## src/rtl/z80_cmd_nmi_ctrl.sv

```systemverilog
`timescale 1ns/1ps
// z80_cmd_nmi_ctrl: Z80-side I/O strobe decode, command sync, status tracking and NMI pulse generation
module z80_cmd_nmi_ctrl #(
   parameter int NMI_WIDTH = 4,
   parameter int CNT_W     = 8
) (
   input  logic             CLK_4M,
   input  logic             nRESET,
   input  logic             nSDW,
   input  logic [4:0]       SDA_L,
   input  logic             nIORQ,
   input  logic             nRD,
   input  logic             nWR,
   input  logic             nM1,
   output logic             nSDZ80R,
   output logic             nSDZ80W,
   output logic             nSDZ80CLR,
   output logic             nNMI,
   output logic             NMI_EN,
   output logic             PENDING,
   output logic             OVERRUN,
   output logic [CNT_W-1:0] CMD_COUNT
);
   typedef enum logic [1:0] {IDLE, PULSE, WAIT} state_t;
   localparam logic [3:0] WIDTH = 4'(NMI_WIDTH);
   logic rs1_q, rst_n_q;
   logic s1_q, s2_q, prev_q, rdn_q;
   logic nmi_en_q, nmi_en_d;
   logic pending_q, pending_d;
   logic overrun_q, overrun_d;
   logic [CNT_W-1:0] cnt_q, cnt_d;
   state_t state_q;
   logic [3:0] pcnt_q;
   logic nnmi_q;
   logic io, cmd_evt, rd_done;
   // Reset asserts asynchronously and releases after two clean clock edges
   always_ff @(posedge CLK_4M or negedge nRESET)
      if (!nRESET) begin
         rs1_q   <= 1'b0;
         rst_n_q <= 1'b0;
      end else begin
         rs1_q   <= 1'b1;
         rst_n_q <= rs1_q;
      end
   // Bus decode is combinational because the latch data path is asynchronous; status next-state follows
   always_comb begin
      io        = !nIORQ & nM1;
      nSDZ80R   = !(io & !nRD & SDA_L == 5'h00);
      nSDZ80CLR = !(io & !nWR & SDA_L == 5'h00);
      nSDZ80W   = !(io & !nWR & SDA_L == 5'h0C);
      cmd_evt   = prev_q & !s2_q;
      rd_done   = !rdn_q & nSDZ80R;
      nmi_en_d  = (io & !nWR & SDA_L == 5'h08) ? 1'b1 :
                  (io & !nWR & SDA_L == 5'h18) ? 1'b0 : nmi_en_q;
      pending_d = cmd_evt ? 1'b1 : rd_done ? 1'b0 : pending_q;
      overrun_d = !nSDZ80CLR ? 1'b0 : (cmd_evt & pending_q & !rd_done) ? 1'b1 : overrun_q;
      cnt_d     = cnt_q + CNT_W'(cmd_evt);
   end
   // Synchroniser, read-strobe history and status registers
   always_ff @(posedge CLK_4M or negedge rst_n_q)
      if (!rst_n_q) begin
         s1_q      <= 1'b1;
         s2_q      <= 1'b1;
         prev_q    <= 1'b1;
         rdn_q     <= 1'b1;
         nmi_en_q  <= 1'b0;
         pending_q <= 1'b0;
         overrun_q <= 1'b0;
         cnt_q     <= '0;
      end else begin
         s1_q      <= nSDW;
         s2_q      <= s1_q;
         prev_q    <= s2_q;
         rdn_q     <= nSDZ80R;
         nmi_en_q  <= nmi_en_d;
         pending_q <= pending_d;
         overrun_q <= overrun_d;
         cnt_q     <= cnt_d;
      end
   // NMI pulse FSM with a registered, glitch-free nNMI
   always_ff @(posedge CLK_4M or negedge rst_n_q)
      if (!rst_n_q) begin
         state_q <= IDLE;
         pcnt_q  <= '0;
         nnmi_q  <= 1'b1;
      end else begin
         case (state_q)
            IDLE:
               if (pending_q & nmi_en_q) begin
                  state_q <= PULSE;
                  pcnt_q  <= WIDTH;
                  nnmi_q  <= 1'b0;
               end
            PULSE:
               if (pcnt_q <= 4'd1) begin
                  state_q <= WAIT;
                  pcnt_q  <= '0;
                  nnmi_q  <= 1'b1;
               end else begin
                  pcnt_q <= pcnt_q - 4'd1;
               end
            WAIT:
               if (!pending_q | cmd_evt) state_q <= IDLE;
            default: begin
               state_q <= IDLE;
               nnmi_q  <= 1'b1;
            end
         endcase
      end
   assign nNMI      = nnmi_q;
   assign NMI_EN    = nmi_en_q;
   assign PENDING   = pending_q;
   assign OVERRUN   = overrun_q;
   assign CMD_COUNT = cnt_q;
endmodule
```

## config.mk

```make
export PLATFORM = sky130hd
export DESIGN_NAME = z80_cmd_nmi_ctrl
export DESIGN_NICKNAME = d
export VERILOG_FILES = /design/src/rtl/z80_cmd_nmi_ctrl.sv
export SDC_FILE = /design/constraint.sdc
export NUM_CORES = 1
export LEC_CHECK = 0
export ABC_AREA = 1
export BUFFER_PORTS_ARGS = -buffer_cell sky130_fd_sc_hd__buf_2
export CORE_MARGIN = 1.5
export CORE_UTILIZATION = 30
export DETAILED_ROUTE_END_ITERATION = 12
export GPL_TIMING_DRIVEN = 0
export PLACE_DENSITY = 0.61
export SKIP_CTS_REPAIR_TIMING = 1
export SYNTH_ARGS = -nofsm -noshare
export SYNTH_HDL_FRONTEND = slang
export SYNTH_SLANG_ARGS = --single-unit
```

## constraint.sdc

```tcl
create_clock -name CLK_4M -period 0.8 [get_ports CLK_4M]
set_input_delay 0 -clock CLK_4M [delete_from_list [all_inputs] [get_ports CLK_4M]]
set_output_delay 0 -clock CLK_4M [all_outputs]
set_load 0.005 [all_outputs]
```

==> flow_metrics.env <==
export IMPL_synth_edf_count=0
export IMPL_grt_usage=0.1086
export IMPL_design_area_um2=1648
export IMPL_synth_seq_area_share=0.5613
export IMPL_tightest_slew_ns=0.8771
export IMPL_arrival_ns=1.60
export IMPL_fin_tns_setup_ns=-9.807
export IMPL_synth_seq_cells=24
export IMPL_cts_tree="built"
export IMPL_vias=843
export IMPL_antenna_cells=0
export IMPL_via_per_inst=4.215
export IMPL_drtPass1Iterations=3
export IMPL_drt_iter0_markers=3
export IMPL_cts_buffers=3
export IMPL_path_max_fanout=2
export IMPL_synth_most_common_cell="dfrtp_1"
export IMPL_cts_htree_levels=1
export IMPL_final_period_utilization=1.732
export IMPL_seq_area_um2=611.8
export IMPL_overflow=0
export IMPL_hold_path_class="in -> reg"
export IMPL_critical_path_max_stage_delay_ns=0.55
export IMPL_netlist_area_um2=1081
export IMPL_row_count=21
export IMPL_port_buffers=26
export IMPL_criticalPathCategory="reg -> reg"
export IMPL_finalClockSkew_ns=0.002506
export IMPL_finalMaxSlewViolations=0
export IMPL_coreArea_um2=3390
export IMPL_timing_critical_path_mode_cell="nor2_4"
export IMPL_die_h_um=63.03
export IMPL_grt_max_degree=23
export IMPL_die_area_um2=3973
export IMPL_multi_input_area_um2=565.5
export IMPL_clk_latency_ns=0.31
export IMPL_status="finished with violations"
export IMPL_grt_first_pass_wirelength_mm=3.422
export IMPL_period_needed_ns=1.386
export IMPL_nets=171
export IMPL_ys_async_sr_fraction=1.000
export IMPL_wirelength_mm=2.180
export IMPL_die_w_um=63.03
export IMPL_violations="negative hold slack, negative setup slack"
export IMPL_gp_congestion=0.7493
export IMPL_synthDistinctLibCells=25
export IMPL_total_leakage_power_uw=0.0007680
export IMPL_peakVddDrop_v=0.001024
export IMPL_drive_gt1_frac=0.6104
export IMPL_cp_required_ns=1.01
export IMPL_power_uw=4999
export IMPL_netlist_area_leader_share=0.4398
export IMPL_rsz0062_at_grt="true"
export IMPL_cts_sinks=24
export IMPL_hpwlAfterDp_mm=1.420
export IMPL_yosys_warnings=0
export IMPL_synthesis_nets=122
export IMPL_area_growth_pct=52.43
export IMPL_grt_pass1_vias=787
export IMPL_slew_limit_headroom=0.4153
export IMPL_crit_chain="inv_2 > nor2_4 > ha_4 > nand3_4 > nor2_4 > nand4_1 > xnor2_1"
export IMPL_holdPathStages=3
export IMPL_pwr_density_cell_nw_per_um2=3033
export IMPL_hold_viol=2
export IMPL_start_kind="register"
export IMPL_fmax_ghz=0.7216
export IMPL_worstRegToRegCells=7
export IMPL_dpl_cell_area_um2=1325
export IMPL_syn_area_per_cell_um2=10.20
export IMPL_pre_cts_slack_ns=-0.6691
export IMPL_antenna_found_initial=0
export IMPL_nFillCells=310
export IMPL_ant_nets=0
export IMPL_synth_cells=106
export IMPL_synthTopCellsByCount="dfrtp_1 (19), inv_1 (15), nand2_1 (13)"
export IMPL_cp_slowest_cell="dfstp_2"
export IMPL_layout_setup_ws_ns=-0.5858
export IMPL_ctsRootBufferMaster="clkbuf_4"
export IMPL_maxCapViolCount=0
export IMPL_clk_pin_slew_ns=0.13
export IMPL_drc=0
export IMPL_crit_path_end_kind="register"
export IMPL_synth_top_cell_by_area="dfrtp_1"
export IMPL_ios=27
export IMPL_setup_viol=51
export IMPL_synthFlopType="dfrtp_1"
export IMPL_cts_buffer_depth=2
export IMPL_initial_core_util=0.3189
export IMPL_synthTopCellsByArea="dfrtp_1 (44%), dfstp_2 (12%), inv_1 (5.2%)"
export IMPL_holdWs_ns=-0.07477
export IMPL_post_drt_wl_per_cell_um=10.90
state kept, by name (all words and copies together), names as in the netlist:
name	flops
nNMI	1
state_q	2
rst_n_q	1
s2_q	1
prev_q	1
s1_q	1
NMI_EN	1
rs1_q	1
OVERRUN	1
PENDING	1
pcnt_q	4
CMD_COUNT	8
rdn_q	1
power breakdown:
part,total (uW),leakage [uW],internal [uW],switching [uW]
Combinational,2170,0.000461,1110,1060
Clock,858,0.0000279,506,352
Sequential,1970,0.000279,1580,387
Total,5000,0.000768,3200,1800
worst paths after layout:
path,startpoint,end,slack (ns)
setup / recovery,prev_q$_DFF_PN1_,CMD_COUNT[7]$_DFF_PN0_,-0.59
hold / removal,nRD,rdn_q$_DFF_PN1_,-0.07
setup reg to reg,prev_q$_DFF_PN1_,CMD_COUNT[7]$_DFF_PN0_,-0.59
hold reg to reg,rst_n_q$_DFF_PN0_,CMD_COUNT[0]$_DFF_PN0_,0.37
max in group asynchronous,rst_n_q$_DFF_PN0_,pcnt_q[0]$_DFFE_PN0P_,-0.17
min in group asynchronous,rst_n_q$_DFF_PN0_,CMD_COUNT[0]$_DFF_PN0_,0.37
cell type report:
type	count	share of cell area
Tap cell	46	0.03493
Timing Repair Buffer	44	0.1784
Clock inverter	1	0.01822
Inverter	17	0.04024
Clock buffer	3	0.01367
Multi-Input combinational cell	65	0.3432
Sequential cell	24	0.3713
routing by layer:
metal  up-vias  wire length (um)  track usage
li1        425                 -            -
met1       394               900       0.1438
met2        20              1177       0.1742
met3         4                72      0.01622
met4         0                29      0.05000
met5         -                 0            0
worst max-delay path: cells and delay by family (launching register included):
kind / cells / cell delay [ns]
xor gates and xnor gates: 1 / 0.14
adders and majority gates: 1 / 0.17
buffers and inverters: 1 / 0.04
DFF: 1 / 0.55
and+or+nand+nor: 4 / 0.39
metrics by stage:
step	hold slack (ns)	cells	utilization
global placement	-0.2152	178	0.3909
CTS	-0.5759	182	0.4064
detailed placement	-0.2142	178	0.3909
global route	-0.06879	200	0.4862
finish	-0.07477	200	0.4862
floorplan	-0.2956	106	-
kinds of logic (layout without fill, tap and decap cells):
kind of cell	after synthesis	after routing	synth area share
AOI/OAI and AO/OA	10	10	0.06482
xor gates and xnor gates	8	8	0.06482
adders and majority gates	4	4	0.04630
buffers and inverters	17	65	0.05903
DFF	24	24	0.5613
other	1	1	0.003469
and+or+nand+nor	42	42	0.2002
placed cells by master (no fill, tap or decap), types with 5 or more instances in the layout:
cell           Yosys  final
dfrtp_1           19     15
nand2_1           13     10
dlygate4sd3_1      0      5
dfstp_2            5      5
nand2_2            5      8
buf_2              0     24
buf_4              0     12
inv_2              2      6
inv_1             15     10
(Power assumes the default switching activity.)
